File: src/rtl/bsr_tap_pkg.sv
// rtl/bsr_tap_pkg.sv - shared TAP state encoding, opcodes and IR constants
//
// Purpose: types and constants used by the TAP FSM and the TAP controller top.
//   tap_state_t    : 16 TAP controller states, 4-bit encoding
//   OP_*           : instruction opcodes decoded from ir_q
//   CAP_IR_PATTERN : value loaded into the IR shift stage in Capture-IR
//   bypass_code()  : all-ones BYPASS opcode for a given IR width

package bsr_tap_pkg;

  typedef enum logic [3:0] {
    TLR    = 4'd0,
    RTI    = 4'd1,
    SEL_DR = 4'd2,
    CAP_DR = 4'd3,
    SH_DR  = 4'd4,
    EX1_DR = 4'd5,
    PA_DR  = 4'd6,
    EX2_DR = 4'd7,
    UPD_DR = 4'd8,
    SEL_IR = 4'd9,
    CAP_IR = 4'd10,
    SH_IR  = 4'd11,
    EX1_IR = 4'd12,
    PA_IR  = 4'd13,
    EX2_IR = 4'd14,
    UPD_IR = 4'd15
  } tap_state_t;

  localparam int unsigned OP_EXTEST = 0;
  localparam int unsigned OP_SAMPLE = 1;
  localparam int unsigned OP_INTEST = 2;

  // Low two bits of the captured IR are fixed at 01; upper bits are zero.
  localparam logic [1:0] CAP_IR_PATTERN = 2'b01;

  // Ones in the low 'width' bits; callers cast to their IR width.
  function automatic logic [31:0] bypass_code(input int unsigned width);
    logic [31:0] code;
    code = '0;
    for (int unsigned i = 0; i < 32; i++) begin
      if (i < width) code[i] = 1'b1;
    end
    return code;
  endfunction

endpackage

File: src/rtl/bsr_tap_ctrl_if.sv
// rtl/bsr_tap_ctrl_if.sv - test-port and boundary-scan chain signal bundle
//
// Purpose: groups the TAP test port (tms/tdi/tdo/tdo_en), the BSR serial pair
// (bsr_si/bsr_so), the BSR chain controls and the debug view of the IR.
//   master : the side driving the test port and returning bsr_so
//   slave  : the TAP controller

interface bsr_tap_ctrl_if #(
  parameter int unsigned IR_WIDTH = 4
);

  logic                tms;
  logic                tdi;
  logic                tdo;
  logic                tdo_en;
  logic                bsr_si;
  logic                bsr_so;
  logic                capture_en;
  logic                shift_dr;
  logic                update_en;
  logic                mode;
  logic                intest;
  logic [IR_WIDTH-1:0] ir_q;

  modport master (
    output tms, tdi, bsr_so,
    input  tdo, tdo_en, bsr_si, capture_en, shift_dr, update_en, mode, intest, ir_q
  );

  modport slave (
    input  tms, tdi, bsr_so,
    output tdo, tdo_en, bsr_si, capture_en, shift_dr, update_en, mode, intest, ir_q
  );

endinterface

File: src/rtl/bsr_tap_fsm.sv
// rtl/bsr_tap_fsm.sv - 16-state TAP controller state machine
//
// Purpose: state register and tms-driven next-state logic, nothing else.
//   clk        in  : test clock, one TCK edge per rising edge
//   rst        in  : synchronous reset, active high, forces TLR
//   tms        in  : test mode select
//   state      out : current state
//   state_next out : state to be entered on the next edge, ignoring rst

module bsr_tap_fsm
  import bsr_tap_pkg::*;
(
  input  logic       clk,
  input  logic       rst,
  input  logic       tms,
  output tap_state_t state,
  output tap_state_t state_next
);

  always_ff @(posedge clk) begin
    if (rst) state <= TLR;
    else     state <= state_next;
  end

  always_comb begin
    state_next = state;
    case (state)
      TLR:     state_next = tms ? TLR    : RTI;
      RTI:     state_next = tms ? SEL_DR : RTI;
      SEL_DR:  state_next = tms ? SEL_IR : CAP_DR;
      CAP_DR:  state_next = tms ? EX1_DR : SH_DR;
      SH_DR:   state_next = tms ? EX1_DR : SH_DR;
      EX1_DR:  state_next = tms ? UPD_DR : PA_DR;
      PA_DR:   state_next = tms ? EX2_DR : PA_DR;
      EX2_DR:  state_next = tms ? UPD_DR : SH_DR;
      UPD_DR:  state_next = tms ? SEL_DR : RTI;
      SEL_IR:  state_next = tms ? TLR    : CAP_IR;
      CAP_IR:  state_next = tms ? EX1_IR : SH_IR;
      SH_IR:   state_next = tms ? EX1_IR : SH_IR;
      EX1_IR:  state_next = tms ? UPD_IR : PA_IR;
      PA_IR:   state_next = tms ? EX2_IR : PA_IR;
      EX2_IR:  state_next = tms ? UPD_IR : SH_IR;
      UPD_IR:  state_next = tms ? SEL_DR : RTI;
      default: state_next = TLR;
    endcase
  end

endmodule

File: src/rtl/bsr_tap_ctrl.sv
// rtl/bsr_tap_ctrl.sv - TAP controller driving a DW_bc_5 boundary-scan chain
//
// Purpose: TAP FSM, instruction register, bypass register, instruction decode
// into BSR chain controls, and the TDO mux.
//   clk in           : test clock, one TCK edge per rising edge
//   rst in           : synchronous reset, active high
//   bus (slave)      : tms, tdi, bsr_so in; tdo, tdo_en, bsr_si, capture_en,
//                      shift_dr, update_en, mode, intest, ir_q out

module bsr_tap_ctrl
  import bsr_tap_pkg::*;
#(
  parameter int unsigned IR_WIDTH = 4
) (
  input logic            clk,
  input logic            rst,
  bsr_tap_ctrl_if.slave  bus
);

  localparam logic [IR_WIDTH-1:0] IR_BYPASS = IR_WIDTH'(bypass_code(IR_WIDTH));
  localparam logic [IR_WIDTH-1:0] IR_EXTEST = IR_WIDTH'(OP_EXTEST);
  localparam logic [IR_WIDTH-1:0] IR_SAMPLE = IR_WIDTH'(OP_SAMPLE);
  localparam logic [IR_WIDTH-1:0] IR_INTEST = IR_WIDTH'(OP_INTEST);
  localparam logic [IR_WIDTH-1:0] IR_CAPTURE = IR_WIDTH'(CAP_IR_PATTERN);

  tap_state_t          state;
  tap_state_t          state_next;
  logic [IR_WIDTH-1:0] ir_sh;
  logic [IR_WIDTH-1:0] ir_q;
  logic                bypass_q;

  logic is_extest;
  logic is_sample;
  logic is_intest;
  logic bsr_sel;

  bsr_tap_fsm u_fsm (
    .clk        (clk),
    .rst        (rst),
    .tms        (bus.tms),
    .state      (state),
    .state_next (state_next)
  );

  // IR and bypass register. ir_q is forced to BYPASS on the edge that enters
  // TLR, so a tms-only reset behaves the same as rst for the decoded controls.
  always_ff @(posedge clk) begin
    if (rst) begin
      ir_sh    <= '0;
      ir_q     <= IR_BYPASS;
      bypass_q <= 1'b0;
    end else begin
      if (state == CAP_IR)     ir_sh <= IR_CAPTURE;
      else if (state == SH_IR) ir_sh <= {bus.tdi, ir_sh[IR_WIDTH-1:1]};

      if (state_next == TLR)    ir_q <= IR_BYPASS;
      else if (state == UPD_IR) ir_q <= ir_sh;

      if (state == CAP_DR)                  bypass_q <= 1'b0;
      else if (state == SH_DR && !bsr_sel)  bypass_q <= bus.tdi;
    end
  end

  // Unlisted opcodes fall through to BYPASS simply by not matching here.
  always_comb begin
    is_extest = (ir_q == IR_EXTEST);
    is_sample = (ir_q == IR_SAMPLE);
    is_intest = (ir_q == IR_INTEST);
    bsr_sel   = is_extest | is_sample | is_intest;
  end

  // Moore decodes only: nothing here looks at tms.
  always_comb begin
    bus.capture_en = (state == CAP_DR) && bsr_sel;
    bus.shift_dr   = (state == SH_DR)  && bsr_sel;
    bus.update_en  = (state == UPD_DR) && bsr_sel;
    bus.mode       = is_extest | is_intest;
    bus.intest     = is_intest;
    bus.tdo_en     = (state == SH_IR) || (state == SH_DR);
    bus.tdo        = 1'b0;
    if (state == SH_IR)      bus.tdo = ir_sh[0];
    else if (state == SH_DR) bus.tdo = bsr_sel ? bus.bsr_so : bypass_q;
  end

  assign bus.bsr_si = bus.tdi;
  assign bus.ir_q   = ir_q;

endmodule

File: src/flat_wrapper.sv
// flat-port wrapper written by rule: the top's interface ports become plain ports
module bsr_tap_ctrl_flat import bsr_tap_pkg::*;
#(
  parameter int unsigned IR_WIDTH = 4
)
  (clk, rst, bus_tms, bus_tdi, bus_bsr_so, bus_tdo, bus_tdo_en, bus_bsr_si, bus_capture_en, bus_shift_dr, bus_update_en, bus_mode, bus_intest, bus_ir_q);
  bsr_tap_ctrl_if #(.IR_WIDTH(IR_WIDTH)) bus_i ();
  input logic clk;
  input logic rst;
  input wire logic [$bits(bus_i.tms)-1:0] bus_tms;
  input wire logic [$bits(bus_i.tdi)-1:0] bus_tdi;
  input wire logic [$bits(bus_i.bsr_so)-1:0] bus_bsr_so;
  output wire logic [$bits(bus_i.tdo)-1:0] bus_tdo;
  output wire logic [$bits(bus_i.tdo_en)-1:0] bus_tdo_en;
  output wire logic [$bits(bus_i.bsr_si)-1:0] bus_bsr_si;
  output wire logic [$bits(bus_i.capture_en)-1:0] bus_capture_en;
  output wire logic [$bits(bus_i.shift_dr)-1:0] bus_shift_dr;
  output wire logic [$bits(bus_i.update_en)-1:0] bus_update_en;
  output wire logic [$bits(bus_i.mode)-1:0] bus_mode;
  output wire logic [$bits(bus_i.intest)-1:0] bus_intest;
  output wire logic [$bits(bus_i.ir_q)-1:0] bus_ir_q;
  assign bus_i.tms = bus_tms;
  assign bus_i.tdi = bus_tdi;
  assign bus_i.bsr_so = bus_bsr_so;
  assign bus_tdo = bus_i.tdo;
  assign bus_tdo_en = bus_i.tdo_en;
  assign bus_bsr_si = bus_i.bsr_si;
  assign bus_capture_en = bus_i.capture_en;
  assign bus_shift_dr = bus_i.shift_dr;
  assign bus_update_en = bus_i.update_en;
  assign bus_mode = bus_i.mode;
  assign bus_intest = bus_i.intest;
  assign bus_ir_q = bus_i.ir_q;
  bsr_tap_ctrl #(.IR_WIDTH(IR_WIDTH)) u_core (.clk(clk), .rst(rst), .bus(bus_i));
endmodule
File: config.mk
export PLATFORM = sky130hd
export DESIGN_NAME = bsr_tap_ctrl_flat
export DESIGN_NICKNAME = d
export VERILOG_FILES = /design/src/rtl/bsr_tap_pkg.sv /design/src/rtl/bsr_tap_ctrl_if.sv /design/src/rtl/bsr_tap_fsm.sv /design/src/rtl/bsr_tap_ctrl.sv /design/src/flat_wrapper.sv
export SDC_FILE = /design/constraint.sdc
export NUM_CORES = 1
export LEC_CHECK = 0
export ABC_CLOCK_PERIOD_IN_PS = 1600
export CAP_MARGIN = 40
export CORE_UTILIZATION = 49
export DETAILED_ROUTE_END_ITERATION = 7
export PLACE_DENSITY = 0.86
export SLEW_MARGIN = 20
export SYNTH_ARGS = -nofsm -noshare
export SYNTH_HDL_FRONTEND = slang
export SYNTH_SLANG_ARGS = --single-unit
File: constraint.sdc
create_clock -name clk -period 1.6 [get_ports clk]
set_clock_uncertainty 0.05 [all_clocks]
set_input_delay 0.16 -clock clk [delete_from_list [all_inputs] [get_ports clk]]
set_output_delay 0.16 -clock clk [all_outputs]
set_load 0.005 [all_outputs]
=== Yosys cells after proc, flatten, opt, wreduce, memory -nomap -nowiden ===
Index checks and enable logic that the tools add are counted.

* Bits in registers: 13
* Latch bits: 0
* Bits in writable memories: 0
* Bits in read-only memories: 0
* Word-level logic and storage cells: 59
* Memories kept: 0

* Add/sub/neg operators: 0
* Multipliers: 0
* Divide/modulo/power cells: 0
* Magnitude comparators: 0
* Equal/unequal tests: 17
* Shift operators: 0
* Multiplexer cells: 18
* Bitwise operators: 3
* Reductions and logical operators: 16

{| class="wikitable"
|+ Operators with widths
! kind !! count
|-
| $pmux W4 S12 || 1
|-
| $eq A4 B4 Y1 const B || 8
|-
| $eq A4 B3 Y1 const B || 4
|-
| $mux W4 || 4
|-
| $eq A4 B2 Y1 const B || 3
|-
| $logic_not A4 Y1 || 3
|-
| $reduce_or A2 Y1 || 5
|-
| $eq A4 B1 Y1 const B || 2
|-
| $mux W1 || 8
|-
| $mux W2 || 3
|-
| $mux W3 || 2
|-
| $logic_and A1 B1 Y1 || 4
|-
| $or A1 B1 Y1 || 3
|-
| $reduce_or A3 Y1 || 1
|-
| $reduce_bool A2 Y1 || 1
|-
| $logic_not A1 Y1 || 1
|-
| $logic_or A1 B1 Y1 || 1
|}

=== Longest topological paths before layout ===
* Depth in word-level cells: 6
* Depth in mapped cells: 5

=== Hierarchy ===
Synthesis repeated with hierarchy kept, for this count alone.

* Cell total of the unflattened synthesis: 98
* Area total of the unflattened synthesis: 807.0 um2

{| class="wikitable"
|+ By module, submodules not included
! module !! instances !! cells an instance !! area each (um2)
|-
| bsr_tap_ctrl || 1 || 56 || 480.5
|-
| bsr_tap_fsm || 1 || 42 || 326.6
|}

=== Worst setup path before layout ===
Ideal clock, no wire load.

* Path type: register to output
* From: register u_core.u_fsm.state[0]
* To: output port bus_tdo
* Arrival: 999 ps
* Data required time: 1390 ps
* Path slack: 391 ps
* Stages on the path, launching flop included: 6
* Cell sequence: dfxtp_1 -> buf_6 -> buf_2 -> nor2_1 -> nand3b_1 -> o21ai_0

* Longest elaborated chain between the ends: 3

{| class="wikitable"
|+ Ends and longest elaborated chain
! what !! RTL line !! source
|-
| from (decl) || bsr_tap_fsm.sv:16 || <nowiki>output tap_state_t state,</nowiki>
|-
| from (signal assigned) || bsr_tap_fsm.sv:22 || <nowiki>else state <= state_next;</nowiki>
|-
| $eq A4 B3 Y1 || bsr_tap_ctrl.sv:82 || <nowiki>else if (state == SH_DR) bus.tdo = bsr_sel ? bus.bsr_so : bypass_q;</nowiki>
|-
| $mux W1 || bsr_tap_ctrl.sv:82 ||
|-
| $mux W1 (*) || bsr_tap_ctrl.sv:81 || <nowiki>if (state == SH_IR) bus.tdo = ir_sh[0];</nowiki>
|-
| to (decl) || flat_wrapper.sv:13 || <nowiki>output wire logic [$bits(bus_i.tdo)-1:0] bus_tdo;</nowiki>
|}

Every way passes the cells marked *; elsewhere a longest branch is shown, timed or not.

=== Final worst setup path ===
* From: register u_core.ir_q[1] (netlist: u_core.bus.ir_q[1])
* To: output port bus_tdo

* Longest elaborated chain between the ends: 6

{| class="wikitable"
|+ Ends and longest elaborated chain
! what !! RTL line !! source
|-
| from (decl) || bsr_tap_ctrl.sv:29 || <nowiki>logic [IR_WIDTH-1:0] ir_q;</nowiki>
|-
| from (signal assigned) || bsr_tap_ctrl.sv:57 || <nowiki>else if (state == UPD_IR) ir_q <= ir_sh;</nowiki>
|-
| $eq A4 B1 Y1 or $logic_not A4 Y1 (tied branches) || bsr_tap_ctrl.sv:67, bsr_tap_ctrl.sv:66 ||
|-
| $or A1 B1 Y1 || bsr_tap_ctrl.sv:69 || <nowiki>bsr_sel = is_extest | is_sample | is_intest;</nowiki>
|-
| $or A1 B1 Y1 (*) || bsr_tap_ctrl.sv:69 ||
|-
| $mux W1 (*) (2 in series) || bsr_tap_ctrl.sv:82 ||
|-
| $mux W1 (*) || bsr_tap_ctrl.sv:81 ||
|}

Marks and branches as above.

==> flow_summary.toml <==
[status]
status = "complete, but fails checks"
failed_checks = "setup timing"

[floorplan]
start_util = 0.5357
die_y_um = 43.05
dieWidth_um = 43.05
rows = 14
ios = 17
die_area_sq_um = 1853
core_sq_um = 1541

[clocking]
hold_buffers = 0
clkSlewWorstSetupHoldPaths_ns = 0.09
cts_tree = "built"
cts_made_buffers = 3
clk_latency_ns = 0.29
cts-root-buf = "clkbuf_4"
cts_buffer_depth = 2
cts.sinks = 13
h-tree-depth = 1

[routing]
post_drt_wl_per_cell_um = 16.06
num_vias = 866
vias_per_cell = 6.056
postRouteWirelength_mm = 2.297
drt-initial-drc-count = 20
drc = 0
final_antenna_net_count = 0
first_pass_iters = 6

[worst_setup_path]
regToRegEndpoint = "u_core.bypass_q"
reg2reg_setup_slack_ns = 0.14
cp-end-kind = "output pin"
crit_fanout = 3
crit_start = "u_core.bus.ir_q[1]"
worstPathArrival_ns = 1.53
cp-start-kind = "flop"
crit_type = "flop to output pin"
crit_path_end = "bus_tdo"
worstPathRequired_ns = 1.39
ff2ff_path_depth = 6
r2r-start = "u_core.bus.ir_q[1]"

[yosys]
synth_fa_ha_area_frac = 0
ys_warn_count = 0
synth-async-reset-ratio = 0
synth_top_family_by_area = "simple AND/OR/NAND/NOR gates"
synthSimpleGateAreaFrac = 0.2712
ys_ff_latch = 13
synth-compound-area-share = 0.2197
synthesis.nets = 103
synth-xor-area-share = 0.02121
netlist_area_sq_um = 825.8
synth_edf_count = 0
yosysSeqAreaShare = 0.3152
synth_mux_area_frac = 0.04848
ys_types = 36
synth_area_per_cell_sq_um = 8.426
ys.flop_type = "dfxtp_1"
synthCells = 98

[global_routing]
grt_pass1_vias = 765
antenna_found_initial = 0
grt_max_degree = 14
grt_overflow = 0
grt_pass1_wl_mm = 3.394
grt_usage = 0.2445

[cells_and_area]
antenna_cells = 0
area_delta_synth_final_pct = 36.21
nNetsFinal = 133
drive_gt1_frac = 0.3465
layout.cells.most_common_list = "buf_4 (18), nand2_1 (10), clkdlybuf4s50_1 (9)"
stdcell_area_sq_um = 1125
layout_commonest_cell = "buf_4"

[place]
numPortBuffers = 16
place_area_sq_um = 1035
place.gp.congestion = 0.8640
place_hpwl_mm = 1.381

[timing]
slew_violations = 0
tightest_slew_ns = 0.3499
clock.fmax_ghz = 0.5740
rsz0062_at_grt = "true"
setup_slack_ns = -0.1423
period_needed_ns = 1.742
fin_crit_sh = 1.089
setup_viol = 2
finalHoldViolCount = 0
relSlewSlack = 0.7660

[job]
cap_violations = 0

[worst_hold_path]
whs_path_depth = 2
min_path_type = "flop to flop"

[power]
powerDensity_nw_per_um2 = 628.8
leakage_uw = 0.0004709
power_uw = 707.3
peakVddDrop_v = 0.0004839
cell usage after synthesis, types with 2 or more instances:
cell type  number  area (sq um)
o211ai_1        4         30.03
nand2_1        10         37.54
nand2b_1        2         12.51
dfxtp_1        13         260.3
a2111oi_2       2         30.03
and2_1          2         12.51
nor3_1          2         10.01
nor3b_1         2         15.01
nand3_1         4         20.02
nor2_1          5         18.77
buf_4           7         52.55
a31oi_1         2         12.51
a21oi_1         7         35.03
inv_1           5         18.77
mux2i_1         4         40.04
nand3b_1        3         22.52
o21ai_0         3         15.01
nor4_1          2         12.51
buf_6           2         22.52
power breakdown:
group	internal, uW	switching [uW]
clock network	96.9	122
logic	65.5	73.8
registers	332	17.6
layer usage:
metal  wire (um)  up-vias  share of wire  track usage
li1            -      407              -            -
met1         936      415           0.41       0.3018
met2        1164       38           0.51       0.4152
met3         147        6          0.064      0.05106
met4          50        0          0.022      0.09091
met5           0        -              0            0
sequential cells by signal, indices dropped and copies added (netlist names):
register,cells
u_core.bus.ir_q,4
u_core.bypass_q,1
u_core.ir_sh,4
u_core.u_fsm.state,4
per-stage QoR:
step                hold WS, ns  cells  setup WS, ns  utilization  TNS, ns
finish                   0.4167    143       -0.1423       0.7297  -0.2328
global route             0.4298    143       -0.1850       0.7297  -0.3271
detailed placement       0.4060    134      -0.05979       0.6713  -0.1677
floorplan                0.2528     98        0.3913            -        0
CTS                      0.4181    142       -0.1446       0.7119  -0.1937
global placement         0.3964    134      -0.05216       0.6713  -0.1240
kinds of logic (layout without fill, tap and decap cells):
kind of cell | Yosys count | count (layout)
xor gates and xnor gates | 2 | 2
DFF | 13 | 13
and+or+nand+nor | 38 | 38
AOI/OAI and AO/OA | 25 | 25
buffers and inverters | 16 | 45
muxes | 4 | 4
worst min-delay path by stage:
stage / from / to / slack, ns
floorplan: bus_tdi / u_core.bypass_q / 0.25
global placement: u_core.ir_sh[1] / u_core.ir_sh[1] / 0.40
detailed placement: u_core.ir_sh[1] / u_core.ir_sh[1] / 0.41
CTS: u_core.ir_sh[1] / u_core.ir_sh[1] / 0.42
global route: u_core.ir_sh[1] / u_core.ir_sh[1] / 0.43
finish: u_core.ir_sh[1] / u_core.ir_sh[1] / 0.42
timing repair:
action,in CTS,in global routing
setup buffers,4,1
setup endpoints to repair,7,4
gates resized for setup,28,7
pin swaps,1,4
area by class of cell:
| class | count | area [sq um] |
|---|---|---|
| Sequential cell | 13 | 269.0 |
| Tap cell | 16 | 20.02 |
| Timing Repair Buffer | 36 | 294.0 |
| Inverter | 5 | 18.77 |
| Multi-Input combinational cell | 69 | 496.7 |
| Clock buffer | 4 | 26.28 |
| Fill cell | 100 | 416.7 |
worst max-delay path: stages (launching register included):
cell and delay, ns:
dfxtp_2 0.33, a211o_1 0.33, buf_6 0.14, buf_6 0.11, mux2i_1 0.10, o21ai_1 0.12, buf_2 0.12
No activity file was read; power rests on OpenSTA's default activity.
